==> src/rtl/btn_conditioner_pkg.sv <==
// Shared encodings for the push-button front end: debounce FSM states and
// channel indices within the btn_* vectors.
package btn_conditioner_pkg;

  typedef enum logic [1:0] {
    S_LOW  = 2'd0,
    S_RISE = 2'd1,
    S_HIGH = 2'd2,
    S_FALL = 2'd3
  } db_state_t;

  // Bit order of every btn_* vector: {handClean,down,right,middle,left,up}
  localparam int BTN_UP    = 0;
  localparam int BTN_LEFT  = 1;
  localparam int BTN_MID   = 2;
  localparam int BTN_RIGHT = 3;
  localparam int BTN_DOWN  = 4;
  localparam int BTN_CLEAN = 5;

  // Cycles in a millisecond-based interval for a given clock rate
  function automatic int ms_to_cyc(input int clk_hz, input int ms);
    return clk_hz / 1000 * ms;
  endfunction

endpackage

==> src/rtl/btn_debounce_ch.sv <==
// One button channel: 2-FF synchroniser, 4-state debounce FSM with a stability
// counter, and registered level / press pulse / release pulse.
// rise_acc/fall_acc are the combinational acceptance strobes; they line up with
// the edge that loads pulse/rel, so the parent can register companion outputs
// (e.g. mid_short) on the very same edge.
module btn_debounce_ch
  import btn_conditioner_pkg::*;
#(
  parameter int DB_CYC = 4
) (
  input  logic clk,
  input  logic rst,
  input  logic raw,
  output logic level,
  output logic pulse,
  output logic rel,
  output logic rise_acc,
  output logic fall_acc
);

  localparam int CW = $clog2(DB_CYC + 1);
  localparam logic [CW-1:0] DB_LAST = CW'(DB_CYC - 1);

  logic          meta;
  logic          sync;
  db_state_t     state, state_nx;
  logic [CW-1:0] cnt, cnt_nx;

  // Two-flop synchroniser; only sync feeds the FSM
  always_ff @(posedge clk or negedge rst) begin
    if (!rst) begin
      meta <= 1'b0;
      sync <= 1'b0;
    end else begin
      meta <= raw;
      sync <= meta;
    end
  end

  // Next-state: a level change must hold for DB_CYC cycles of sync to be accepted
  always_comb begin
    state_nx = state;
    cnt_nx   = cnt;
    rise_acc = 1'b0;
    fall_acc = 1'b0;
    case (state)
      S_LOW: begin
        if (sync) begin
          state_nx = S_RISE;
          cnt_nx   = CW'(1);
        end
      end
      S_RISE: begin
        if (!sync) begin
          state_nx = S_LOW;
          cnt_nx   = '0;
        end else if (cnt == DB_LAST) begin
          state_nx = S_HIGH;
          cnt_nx   = '0;
          rise_acc = 1'b1;
        end else begin
          cnt_nx = cnt + CW'(1);
        end
      end
      S_HIGH: begin
        if (!sync) begin
          state_nx = S_FALL;
          cnt_nx   = CW'(1);
        end
      end
      S_FALL: begin
        // a bounce back to 1 keeps the press alive
        if (sync) begin
          state_nx = S_HIGH;
          cnt_nx   = '0;
        end else if (cnt == DB_LAST) begin
          state_nx = S_LOW;
          cnt_nx   = '0;
          fall_acc = 1'b1;
        end else begin
          cnt_nx = cnt + CW'(1);
        end
      end
      default: begin
        state_nx = S_LOW;
        cnt_nx   = '0;
      end
    endcase
  end

  // State, counter and registered outputs
  always_ff @(posedge clk or negedge rst) begin
    if (!rst) begin
      state <= S_LOW;
      cnt   <= '0;
      level <= 1'b0;
      pulse <= 1'b0;
      rel   <= 1'b0;
    end else begin
      state <= state_nx;
      cnt   <= cnt_nx;
      pulse <= rise_acc;
      rel   <= fall_acc;
      if (rise_acc)      level <= 1'b1;
      else if (fall_acc) level <= 1'b0;
    end
  end

endmodule

==> src/rtl/btn_conditioner.sv <==
// Push-button front end: N_BTN debounced channels plus the middle-button
// short-press / long-hold classifier.
module btn_conditioner
  import btn_conditioner_pkg::*;
#(
  parameter int CLK_HZ        = 100_000_000,
  parameter int DEBOUNCE_MS   = 20,
  parameter int LONG_PRESS_MS = 3000,
  parameter int N_BTN         = 6
) (
  input  logic             clk,
  input  logic             rst,
  input  logic [N_BTN-1:0] btn_raw,
  output logic [N_BTN-1:0] btn_level,
  output logic [N_BTN-1:0] btn_pulse,
  output logic [N_BTN-1:0] btn_release,
  output logic             mid_short,
  output logic             long_press,
  output logic             mid_held
);

  localparam int DB_CYC = ms_to_cyc(CLK_HZ, DEBOUNCE_MS);
  localparam int LP_CYC = ms_to_cyc(CLK_HZ, LONG_PRESS_MS);
  localparam int LPW    = $clog2(LP_CYC + 1);
  localparam logic [LPW-1:0] LP_LAST = LPW'(LP_CYC - 1);

  logic [N_BTN-1:0] rise_acc;
  logic [N_BTN-1:0] fall_acc;
  logic [LPW-1:0]   lp_cnt;
  logic             unused_acc;

  for (genvar i = 0; i < N_BTN; i++) begin : g_ch
    btn_debounce_ch #(.DB_CYC(DB_CYC)) u_ch (
      .clk      (clk),
      .rst      (rst),
      .raw      (btn_raw[i]),
      .level    (btn_level[i]),
      .pulse    (btn_pulse[i]),
      .rel      (btn_release[i]),
      .rise_acc (rise_acc[i]),
      .fall_acc (fall_acc[i])
    );
  end

  // Only the middle channel's strobes drive the hold classifier
  assign unused_acc = ^{rise_acc, fall_acc};

  // Middle-button hold timer: fires long_press once at LP_CYC, then saturates.
  // Release (same edge as btn_release) classifies the press as short if the
  // hold never reached long_press; mid_held doubles as the "already fired" flag.
  always_ff @(posedge clk or negedge rst) begin
    if (!rst) begin
      lp_cnt     <= '0;
      long_press <= 1'b0;
      mid_held   <= 1'b0;
      mid_short  <= 1'b0;
    end else begin
      long_press <= 1'b0;
      mid_short  <= 1'b0;
      if (fall_acc[BTN_MID]) begin
        lp_cnt    <= '0;
        mid_held  <= 1'b0;
        mid_short <= ~mid_held;
      end else if (rise_acc[BTN_MID]) begin
        lp_cnt <= '0;
      end else if (btn_level[BTN_MID]) begin
        if (lp_cnt == LP_LAST) begin
          if (!mid_held) begin
            long_press <= 1'b1;
            mid_held   <= 1'b1;
          end
        end else begin
          lp_cnt <= lp_cnt + LPW'(1);
        end
      end
    end
  end

endmodule

==> config.mk <==
export PLATFORM = sky130hd
export DESIGN_NAME = btn_conditioner
export DESIGN_NICKNAME = d
export VERILOG_FILES = /design/src/rtl/btn_conditioner_pkg.sv /design/src/rtl/btn_debounce_ch.sv /design/src/rtl/btn_conditioner.sv
export SDC_FILE = /design/constraint.sdc
export NUM_CORES = 1
export LEC_CHECK = 0
export ABC_AREA = 1
export BUFFER_PORTS_ARGS = -buffer_cell sky130_fd_sc_hd__buf_2
export CAP_MARGIN = 40
export CORE_MARGIN = 4
export CORE_UTILIZATION = 60
export DETAILED_ROUTE_END_ITERATION = 8
export PLACE_DENSITY_LB_ADDON = 0.25
export SYNTH_ARGS = -nofsm -noshare
export SYNTH_HDL_FRONTEND = slang
export SYNTH_SLANG_ARGS = --single-unit
export TNS_END_PERCENT = 1
==> constraint.sdc <==
create_clock -name clk -period 2.9 [get_ports clk]
set_input_delay 0.58 -clock clk [delete_from_list [all_inputs] [get_ports clk]]
set_output_delay 0.58 -clock clk [all_outputs]
set_load 0.005 [all_outputs]
After elaboration in Yosys (flattened, before gate mapping) --
Cells that the tools add are included.
Operators by class: equal/unequal tests 51, reduce and logical (&&, ||, !) cells 29, bitwise operators 1, muxes and demuxes 134, add/sub/neg operators 7
Operators by type and width (count):
- $mux 21 | 30
- $pmux 21 s4 | 6
- $add 21x1->21 const B | 6
- $eq 21x21->1 const B | 6
- $mux 29 | 4
- $mux 2 | 36
- $mux 1 | 52
- $pmux 2 s4 | 6
- $add 29x1->29 const B | 1
- $eq 29x29->1 const B | 1
- $eq 2x2->1 const B | 12
- $reduce_and 4->1 | 6
- $ne 3x1->1 const B | 7
- $ne 3x3->1 const B | 6
- $reduce_bool 2->1 | 8
- $ne 2x2->1 const B | 7
- $reduce_and 2->1 | 7
- $eq 2x1->1 const B | 6
- $logic_not 2->1 | 6
- $ne 2x1->1 const B | 6
- $reduce_and 3->1 | 1
- $reduce_bool 3->1 | 1
- $not 1->1 | 1
Storage, ports and cells: output and inout bits 21, bits of input ports 8, register bits after elaboration 200, logic and storage cells 268

Logic depth before layout (Yosys ltp) --
Gate-level depths: netlist of run 1.
depth after elaboration 6, depth in mapped cells 12, mapped depth without buffers 11

Modules after synthesis --
From an unflattened synthesis of run 1, not the netlist that was laid out.
Second synthesis, totals: cells, all modules 1824, area total of the unflattened synthesis 12507.0 µm²
By module, submodules not included:
- btn_debounce_ch (g_ch[0].u_ch ...) | times used 5, area an instance 1669.1 µm², seq. area each 700.7 µm², cells each 239
- btn_conditioner | times used 1, area an instance 2477.4 µm², seq. area each 800.8 µm², cells each 393
- btn_debounce_ch (g_ch[5].u_ch) | times used 1, area an instance 1684.1 µm², seq. area each 700.7 µm², cells each 236

Worst setup path before layout of run 1 --
Ideal clock, no wire load.
path kind reg-to-reg, start point register g_ch[2].u_ch.cnt[0], end point register lp_cnt[2], setup time 0.119 ns, cell stages (with the launch flop) 11, buffers on the path 2, slack 1.309 ns, clock period less this slack 1.591 ns, data required time 2.781 ns, data arrival time 1.472 ns, path through dfrtp_1 ha_1 nand2_2 nor2_4 nand2_2 nor2_4 nand3_2 buf_2 buf_6 nand3_1 nand2_1
Between the ends: longest elaborated chain between the ends 6, elaborated cells between the ends (all ways) 11, those cells by class 2 x eq/ne; 7 x mux; 2 x reduce/logical
RTL lines:
- start, declared | RTL line btn_debounce_ch.sv:27 | logic [CW-1:0] cnt, cnt_nx;
- start signal, assigned | RTL line btn_debounce_ch.sv:101 | cnt <= cnt_nx;
- $eq 21x21->1 * | RTL line btn_debounce_ch.sv:57, btn_debounce_ch.sv:76
- $mux 1 * | RTL line btn_debounce_ch.sv:57, btn_debounce_ch.sv:76
- $mux 1, on equally long branches | RTL line btn_debounce_ch.sv:73, btn_debounce_ch.sv:54
- $mux 1 | RTL line btn_debounce_ch.sv:46 | case (state)
- $ne 3x1->1 (no source line), or another cell as far along
- $reduce_and 2->1 (no source line) or $mux 29 (tied branches)
- end signal, assigned | RTL line btn_conditioner.sv:73 | lp_cnt <= lp_cnt + LPW'(1);
- end, declared | RTL line btn_conditioner.sv:29 | logic [LPW-1:0] lp_cnt;
Every way passes the cells marked *; elsewhere a longest branch is shown, timed or not. A chain may end at the register's enable or synchronous reset.

Worst setup path in the final report of run 1 --
start point register g_ch[4].u_ch.cnt[0], end point register g_ch[4].u_ch.cnt[20]
Between the ends: longest elaborated chain between the ends 4, elaborated cells between the ends (all ways) 6, those cells by class 1 x add/sub; 1 x eq/ne; 4 x mux
RTL lines (RTL line):
- start, declared | btn_debounce_ch.sv:27
- start signal, assigned | btn_debounce_ch.sv:101
- $add 21x1->21 or $eq 21x21->1 (tied branches)
- $mux 21 * | btn_debounce_ch.sv:57, btn_debounce_ch.sv:76
- $mux 21, on equally long branches | btn_debounce_ch.sv:73, btn_debounce_ch.sv:54
- $pmux 21 s4 * | btn_debounce_ch.sv:46
Marked as above.

==> results.md, run 1 <==
Drt:
- In this run the remaining antenna-violating nets after routing total 0.
- The length of the first detailed-routing pass in iterations is 5.
- The total DRC errors in the routed layout is 0.
- The detailed router finished its first iteration with 718 violations.
- Dividing the detail-routed via count by the number of cells gives 5.473.
- The sum of routed wire length over all layers is 24460 µm.
- The number of vias in the routed layout is 10.07k.
- In the final routed layout, each cell accounts on average for 13.29 µm.

Run:
- Across the run, the number of max-cap violations was 0.

Pwr:
- The cell leakage power is 5.710 nW.
- The worst ir drop on vdd is 0.5231 mV.
- The total power divided by cell area is 487.4 nW/µm².

Worst setup path:
- The worst setup path is launched from a register.
- Counting stages on the worst path, the most repeated cell is sky130_fd_sc_hd__nand3_1.
- Traced cell by cell, the critical path runs through ha_1 -> nand4_1 -> nor2_1 -> nand3_1 -> nand2_1 -> clkinv_1 -> nand3_1 -> o21ai_0.
- The critical path required time is 3210 ps.
- In this run the worst path has a maximum fanout of 12.
- The critical path arrival is 2470 ps.
- The largest single stage delay on the critical path is 400 ps.
- The critical path is of the reg2reg type.
- Among all stages on the critical path, the largest delay is contributed by sky130_fd_sc_hd__dfrtp_1.
- The type of element capturing the critical path is a register.

Logic synthesis:
- The cell count after synthesis came out at 1581.
- The cell area that synthesis handed to floorplanning was 11500 µm².
- In the post-synthesis netlist, the cell with the most instances is sky130_fd_sc_hd__nand2_1.
- The unique cell type count in the Yosys netlist is 42.
- The average size of a mapped cell is 7.275 µm².
- The top cell type by area accounts for 43.51% of the synthesized area.
- The post-synthesis register bit count is 200.
- The Yosys step of the flow raised 0 warnings.
- The number of nets in the synthesized netlist is 1596.
- The fraction of the yosys area taken by sequential cells is 43.51%.
- The largest total area in the synthesized netlist belongs to sky130_fd_sc_hd__dfrtp_1.
- Sorting the synthesized cells by how often they occur yields 420 x sky130_fd_sc_hd__nand2_1, 209 x sky130_fd_sc_hd__inv_1, 200 x sky130_fd_sc_hd__dfrtp_1.
- The dominant synthesized flop cell is sky130_fd_sc_hd__dfrtp_1.
- By area the synthesized netlist is led by sky130_fd_sc_hd__dfrtp_1 44%, sky130_fd_sc_hd__nand2_1 14%, sky130_fd_sc_hd__inv_1 6.8%.
- Counting flops with an async set or reset pin after synthesis yields a share of 100.0%.
- The number of enable flip-flop cells after synthesis is 0.

Clocking:
- The CTS buffer count is 17.
- The quantity of hold-fixing buffers added after cts is 0.
- The number of levels the H-tree was split into is 4.
- In this run the deepest clock path goes through 2 buffers.
- The number of sinks on the clock net is 200.
- The latest clock arrival within the worst-skew pair is 440 ps.
- TritonCTS built the clock tree.
- The root cell of the clock tree is sky130_fd_sc_hd__clkbuf_16.
- After clock tree synthesis, the setup repair step added 0 buffers.
- After clock tree synthesis, the clock-pin slew on the worst setup and hold paths is 70 ps.
- The post-cts repair resize count is 0.

Finish:
- The fraction of final layout cells with drive strength greater than 1 is 8.344%.
- The antenna diode count is 0.
- The number of fill cells in the layout is 1602.
- The number of nets in the final layout is 1608.
- The layout overhead on the synthesized area is 7.049%.

GRT:
- Global routing finished with a remaining overflow of 0.
- The via count of the first global-routing pass is 9584.
- The number of antenna violations at the first check in global routing is 0.
- The overall routing resource usage is 23.69%.
- Entering global routing, the biggest net connects 69 pins.
- The first global-routing pass estimated 43220 µm of wire.

Placement:
- The final weighted congestion in routability-driven placement is 0.9133.
- The HPWL after detailed placement is 17550 µm.
- OpenSTA, run right after detailed placement, puts the worst setup slack at 783.8 ps.
- Buffers placed on the I/O ports in this run total 28.

Hold path:
- The type of the most critical hold path is in2async.

Timing:
- The number of pins with negative max-slew slack in the final report was 0.
- The highest clock frequency the design can meet is 463.9 MHz.
- At the pin with the least slew margin, the transition time is 622.3 ps.
- The remaining max-slew budget at the tightest pin is 58.41%.
- The final worst clock skew is 11.94 ps.
- The final hold violation count is 0.
- Setup repair after global routing left no endpoint under its margin.
- The least setup slack across all paths after layout is 744.6 ps.
- After routing, the total negative slack on setup checks comes to 0 ps.
- Setup violations remaining at the end of the flow were counted as 0.
- The post-layout minimum cycle time is 2155 ps.
- The final period utilization is 74.32%.

Floorplanning:
- The die height is 146.5 µm.
- The die area is 21450 µm².
- The cell row count is 50.
- The die width is 146.5 µm.
- The initial standard-cell utilization of the core is 61.29%.
- The number of top-level pins is 29.
- The area of the core region is 18770 µm².

Status:
- The flow ran to the end, and the final reports show no timing, DRC or antenna violations.
## path summary, 6_finish.rpt
path	from	cells after the start	slack, ps	to
worst max register to register	g_ch[4].u_ch.cnt[0]	8	740	g_ch[4].u_ch.cnt[20]
worst max-delay path	g_ch[4].u_ch.cnt[0]	8	740	g_ch[4].u_ch.cnt[20]
worst min-delay path	rst	1	120	g_ch[1].u_ch.cnt[5]
min in group clk	btn_raw[2]	1	240	g_ch[2].u_ch.meta
worst min register to register	g_ch[0].u_ch.meta	0	350	g_ch[0].u_ch.sync
max in group asynchronous	rst	2	2010	g_ch[4].u_ch.cnt[16]
## per-stage QoR
stage / util, % / cells / total power, mW / hold slack (ps) / instance area, µm²
after floorplan: - / 1581 / 3.508 / 284.4 / 11500
after global placement: 62.53 / 1808 / 3.715 / 331.5 / 11740
after detailed placement: 62.53 / 1808 / 3.736 / 336.3 / 11740
after CTS: 65.61 / 1840 / 6.050 / 151.8 / 12310
after global routing: 65.61 / 1840 / 6.265 / 180.6 / 12310
final: 65.61 / 1840 / 6.002 / 121.4 / 12310
## worst max-delay path, delay by kind of cell, from the launching register on
kind / cells / cell delay (ps)
DFF: 1 / 400
adders and majority gates: 1 / 220
buffers and inverters: 1 / 390
AOI/OAI and AO/OA: 1 / 90
and+or+nand+nor: 5 / 940
## power by group
part | leakage, nW | internal [mW] | switching [mW] | total [mW]
Sequential | 2.74 | 2.89 | 0.0983 | 2.99
Clock | 0.279 | 1.28 | 1.04 | 2.32
Combinational | 2.70 | 0.174 | 0.523 | 0.697
## kinds of logic (layout without fill, tap and decap cells)
family	count (synthesis)	after routing	share of synthesized area, %
buf+inv	264	289	9.747
xor+xnor	37	37	2.817
simple gates	919	919	35.65
fa+ha+maj	7	7	0.7614
flops	200	200	43.51
compound gates	152	152	7.332
mux	2	2	0.1849
## final cells by class
cell class | count | area (µm²) | area share (%)
inverters | 222 | 834.6 | 6.778
clock buffers | 22 | 484.2 | 3.933
flip-flops and latches | 200 | 5005 | 40.65
repair buffers | 35 | 226.5 | 1.839
multi-input cells | 1117 | 5376 | 43.66
clock inverters | 10 | 93.84 | 0.7621
well taps | 234 | 292.8 | 2.378
## layout by cell type (no fill, tap or decap), types with 6 or more instances in the layout
master / count
sky130_fd_sc_hd__ha_1: 7
sky130_fd_sc_hd__inv_2: 10
sky130_fd_sc_hd__nand3_1: 155
sky130_fd_sc_hd__nor2_2: 18
sky130_fd_sc_hd__nand4_1: 59
sky130_fd_sc_hd__o21ai_1: 13
sky130_fd_sc_hd__o21ai_0: 63
sky130_fd_sc_hd__nor3_2: 6
sky130_fd_sc_hd__nand2_2: 11
sky130_fd_sc_hd__clkbuf_16: 17
sky130_fd_sc_hd__dfrtp_1: 200
sky130_fd_sc_hd__nor3_1: 38
sky130_fd_sc_hd__inv_1: 209
sky130_fd_sc_hd__xor2_1: 31
sky130_fd_sc_hd__nor2_4: 11
sky130_fd_sc_hd__nand2_1: 420
sky130_fd_sc_hd__o22ai_1: 29
sky130_fd_sc_hd__buf_2: 27
sky130_fd_sc_hd__a21oi_1: 30
sky130_fd_sc_hd__xnor2_1: 6
sky130_fd_sc_hd__nor2_1: 186
## sequential cells by signal, indices dropped and copies added (netlist names), named ones only
| register | flops |
|---|---|
| g_ch.u_ch.pulse | 6 |
| mid_held | 1 |
| g_ch.u_ch.level | 6 |
| g_ch.u_ch.sync | 6 |
| long_press | 1 |
| mid_short | 1 |
| lp_cnt | 29 |
| g_ch.u_ch.cnt | 126 |
| g_ch.u_ch.rel | 6 |
| g_ch.u_ch.meta | 6 |
| g_ch.u_ch.state | 6 |
## metal layers
layer  routed length, µm  global-route usage [%]
met4                 299                   7.008
met3                1131                   3.383
met2               11610                   38.90
met5                   0                       0
met1               11420                   32.97
Note: power is estimated with default switching activity, not from simulation.
==> run 2: changes to the inputs <==
Clock period 2.9 ns to 2.14 ns, I/O delays scaled along.
==> run 2 against run 1 <==
Effect of this change: routed wire length up 2.7%; global-route usage up 0.50 points; sequential power up 35%; core utilization up 0.62 points; flip-flop and latch count unchanged; sequential share of layout area down 0.38 points; worst setup slack worse by 510 ps; first-iteration DRC count up 11%; cell count up 0.82%; die area unchanged; design area up 0.94%; clock skew up 2.1 ps.
==> results.md, run 2 (synthesis gave the netlist of run 1 again) <==
Finish:
- The count of cells in the finished layout, fillers not included, comes to 1855.
- The post-route netlist has 8.945% of its cells at a drive strength greater than 1.
- In the layout the commonest cells are 420 x sky130_fd_sc_hd__nand2_1, 209 x sky130_fd_sc_hd__inv_1, 200 x sky130_fd_sc_hd__dfrtp_1.
- Compared with the post-synthesis result, the final layout area differs by 8.060%.
- The leading cell type in the layout, fill and taps excluded is sky130_fd_sc_hd__nand2_1.
- The largest registers in the layout are g_ch.u_ch.cnt: 126 flops, lp_cnt: 29 flops.
- The area of the multi-input gates is 5384 µm².
- The flip-flop count of the largest register, all copies and words added is 126.
- The number of nets in the final layout is 1624.
- The number of fill cells in the layout is 1583.
- The antenna diode count is 0.
- More flip-flops sit in one register than any other, and that register is g_ch.u_ch.cnt.
- The finished cells cover 12430 µm².
- The sequential cells in the finished layout cover a total of 5005 µm².

Placement:
- Timing analysis after detailed placement gives a worst setup slack of 206.9 ps.
- Port buffering added 28 buffers.
- At the end of routability-driven placement, the weighted congestion stood at 0.9284.
- Summing all placed instances gives a cell area of 11860 µm².
- The number of placed instances, taps included, is 1823.
- The HPWL after detailed placement is 18050 µm.

Pwr:
- VDD sags by at most 0.5444 mV.
- The cell leakage power is 5.782 nW.
- The design draws 8.103 mW.
- Power spread over the standard cell area amounts to 652.0 nW/µm².

Worst setup path:
- Data on the critical path arrives at its endpoint at 2230 ps.
- The cell count of the worst reg-to-reg path is 8.
- The worst reg2reg path startpoint is g_ch[3].u_ch.cnt[1].
- Data on the critical path is required at its endpoint by 2470 ps.
- STA classifies the critical path startpoint as a register.
- In this run the worst path has a maximum fanout of 9.
- In this run the worst setup path begins at g_ch[3].u_ch.cnt[1].
- The capturing point of the worst reg2reg path is g_ch[3].u_ch.cnt[8].
- The slack of the worst reg-to-reg path is 240 ps.
- The worst setup path is captured at a register.
- The setup path with the least slack is of type reg2reg.

Drt:
- After detailed routing, the average wire length per cell comes to 13.54 µm.
- The number of DRC markers in iteration 0 is 796.
- The first TritonRoute pass finished after 5 iterations.
- The via density per instance is 5.496.
- Wires add up to 25120 µm.
- The total DRC errors in the routed layout is 0.
- The count of antenna-violating nets left after detailed routing is 0.
- The number of vias in the routed layout is 10.20k.

Floorplanning:
- The number of top-level pins is 29.
- The die height is 146.5 µm.
- The cell row count is 50.
- In this run the standard cell core region covers 18770 µm².
- The die is 146.5 µm wide.
- The die area is 21450 µm².
- The initial standard-cell utilization of the core is 61.29%.

Clocking:
- The clock drives 200 sinks.
- CTS placed an instance of sky130_fd_sc_hd__clkbuf_16 at the clock tree root.
- The number of buffers on the longest clock path is 2.
- TritonCTS built the clock tree.
- In this run the number of H-tree levels came out at 4.
- Clock tree synthesis inserted a total of 17 buffers.
- Clock-pin slew was measured on the worst setup and hold paths at 70 ps.
- The latest clock arrival within the worst-skew pair is 440 ps.

Hold path:
- Along the worst hold path, the cell count comes to 1.
- In this run the most critical hold path is launched from btn_raw[3].
- The tightest min-delay check is of the in2reg type.
- The endpoint of the worst hold-timing path is g_ch[3].u_ch.meta.

GRT:
- Summed over all layers, the global routing overflow is 0.
- The number of antenna violations at the first check in global routing is 0.
- The first-pass GRT wire length is 44230 µm.
- The via count of the first global-routing pass is 9778.
- The maximum number of pins on one net before global-route repair is 48.
- In the global route stage, overall resource usage came out at 24.19%.

Run:
- Max-cap violations in this run came to 0.

Timing:
- The number of pins with negative max-slew slack in the final report is 0.
- The worst path meets setup with 238.6 ps of slack.
- The number of failing setup endpoints in the final timing report is 0.
- The final worst clock skew is 14.08 ps.
- Setup repair after global routing left no endpoint under its margin.
- The highest clock frequency the design can meet is 525.9 MHz.
- For the pin with the worst max-slew slack, the measured transition is 568.8 ps.
- The final hold violation count is 0.
- The final period utilization is 88.85%.
- The post-layout minimum cycle time is 1901 ps.
- The remaining max-slew budget at the tightest pin is 61.79%.
- For the final routed database, the setup TNS stands at 0 ps.

Status:
- The flow ran to the end, and the final reports show no timing, DRC or antenna violations.
-- run 2: how the worst max path moves through the flow --
stage,end,slack [ps],cells past startpoint
final,g_ch[3].u_ch.cnt[8],240,8
after global routing,g_ch[3].u_ch.cnt[15],30,8
after CTS,lp_cnt[24],190,10
after detailed placement,lp_cnt[24],210,10
after global placement,g_ch[3].u_ch.cnt[8],250,8
after floorplan,lp_cnt[2],550,10
-- run 2: where the power goes --
group	total [mW]	internal [mW]	switching [mW]	leakage, nW
sequential	4.05	3.92	0.135	2.74
clock	3.04	1.69	1.35	0.270
combinational	1.01	0.291	0.723	2.78
total	8.10	5.90	2.21	5.78
-- run 2: area by class of cell --
type                       count  area share (%)
multi-input combinational   1117           43.32
sequential                   200           40.27
inverter                     222           6.714
clock buffer                  24           3.876
timing repair buffer          51           2.909
tap                          234           2.356
clock inverter                 7          0.5637
-- run 2: metrics by stage --
step	hold WS [ps]	util, %
3_3_place_gp	333.4	63.19
5_1_grt	87.09	66.23
2_1_floorplan	132.4	-
6_report	96.64	66.23
4_1_cts	81.85	66.19
3_5_place_dp	337.0	63.19
-- run 2: metal layers --
layer	routed length (µm)	vias up	track usage, %
li1	-	5138	-
met1	11930	4786	33.35
met2	11840	238	39.82
met3	987	33	3.600
met4	350	0	7.385
met5	0	-	0
-- run 2: worst max-delay path, cell delays in order, from the launching register on --
cell	delay [ps]
sky130_fd_sc_hd__dfrtp_1	370
sky130_fd_sc_hd__ha_1	190
sky130_fd_sc_hd__nand3_1	130
sky130_fd_sc_hd__nor2_2	220
sky130_fd_sc_hd__nand4_1	240
sky130_fd_sc_hd__nand2_1	330
sky130_fd_sc_hd__inv_2	170
sky130_fd_sc_hd__nand3b_1	120
sky130_fd_sc_hd__nand2_1	50
-- run 2: timing repair --
| action | CTS | global route |
|---|---|---|
| endpoints found under the hold margin | 35 | 0 |
| setup endpoints to repair | 0 | 11 |
| hold buffers | 1 | 0 |
| buffers inserted | 0 | 0 |
| resized for setup | 0 | 1 |
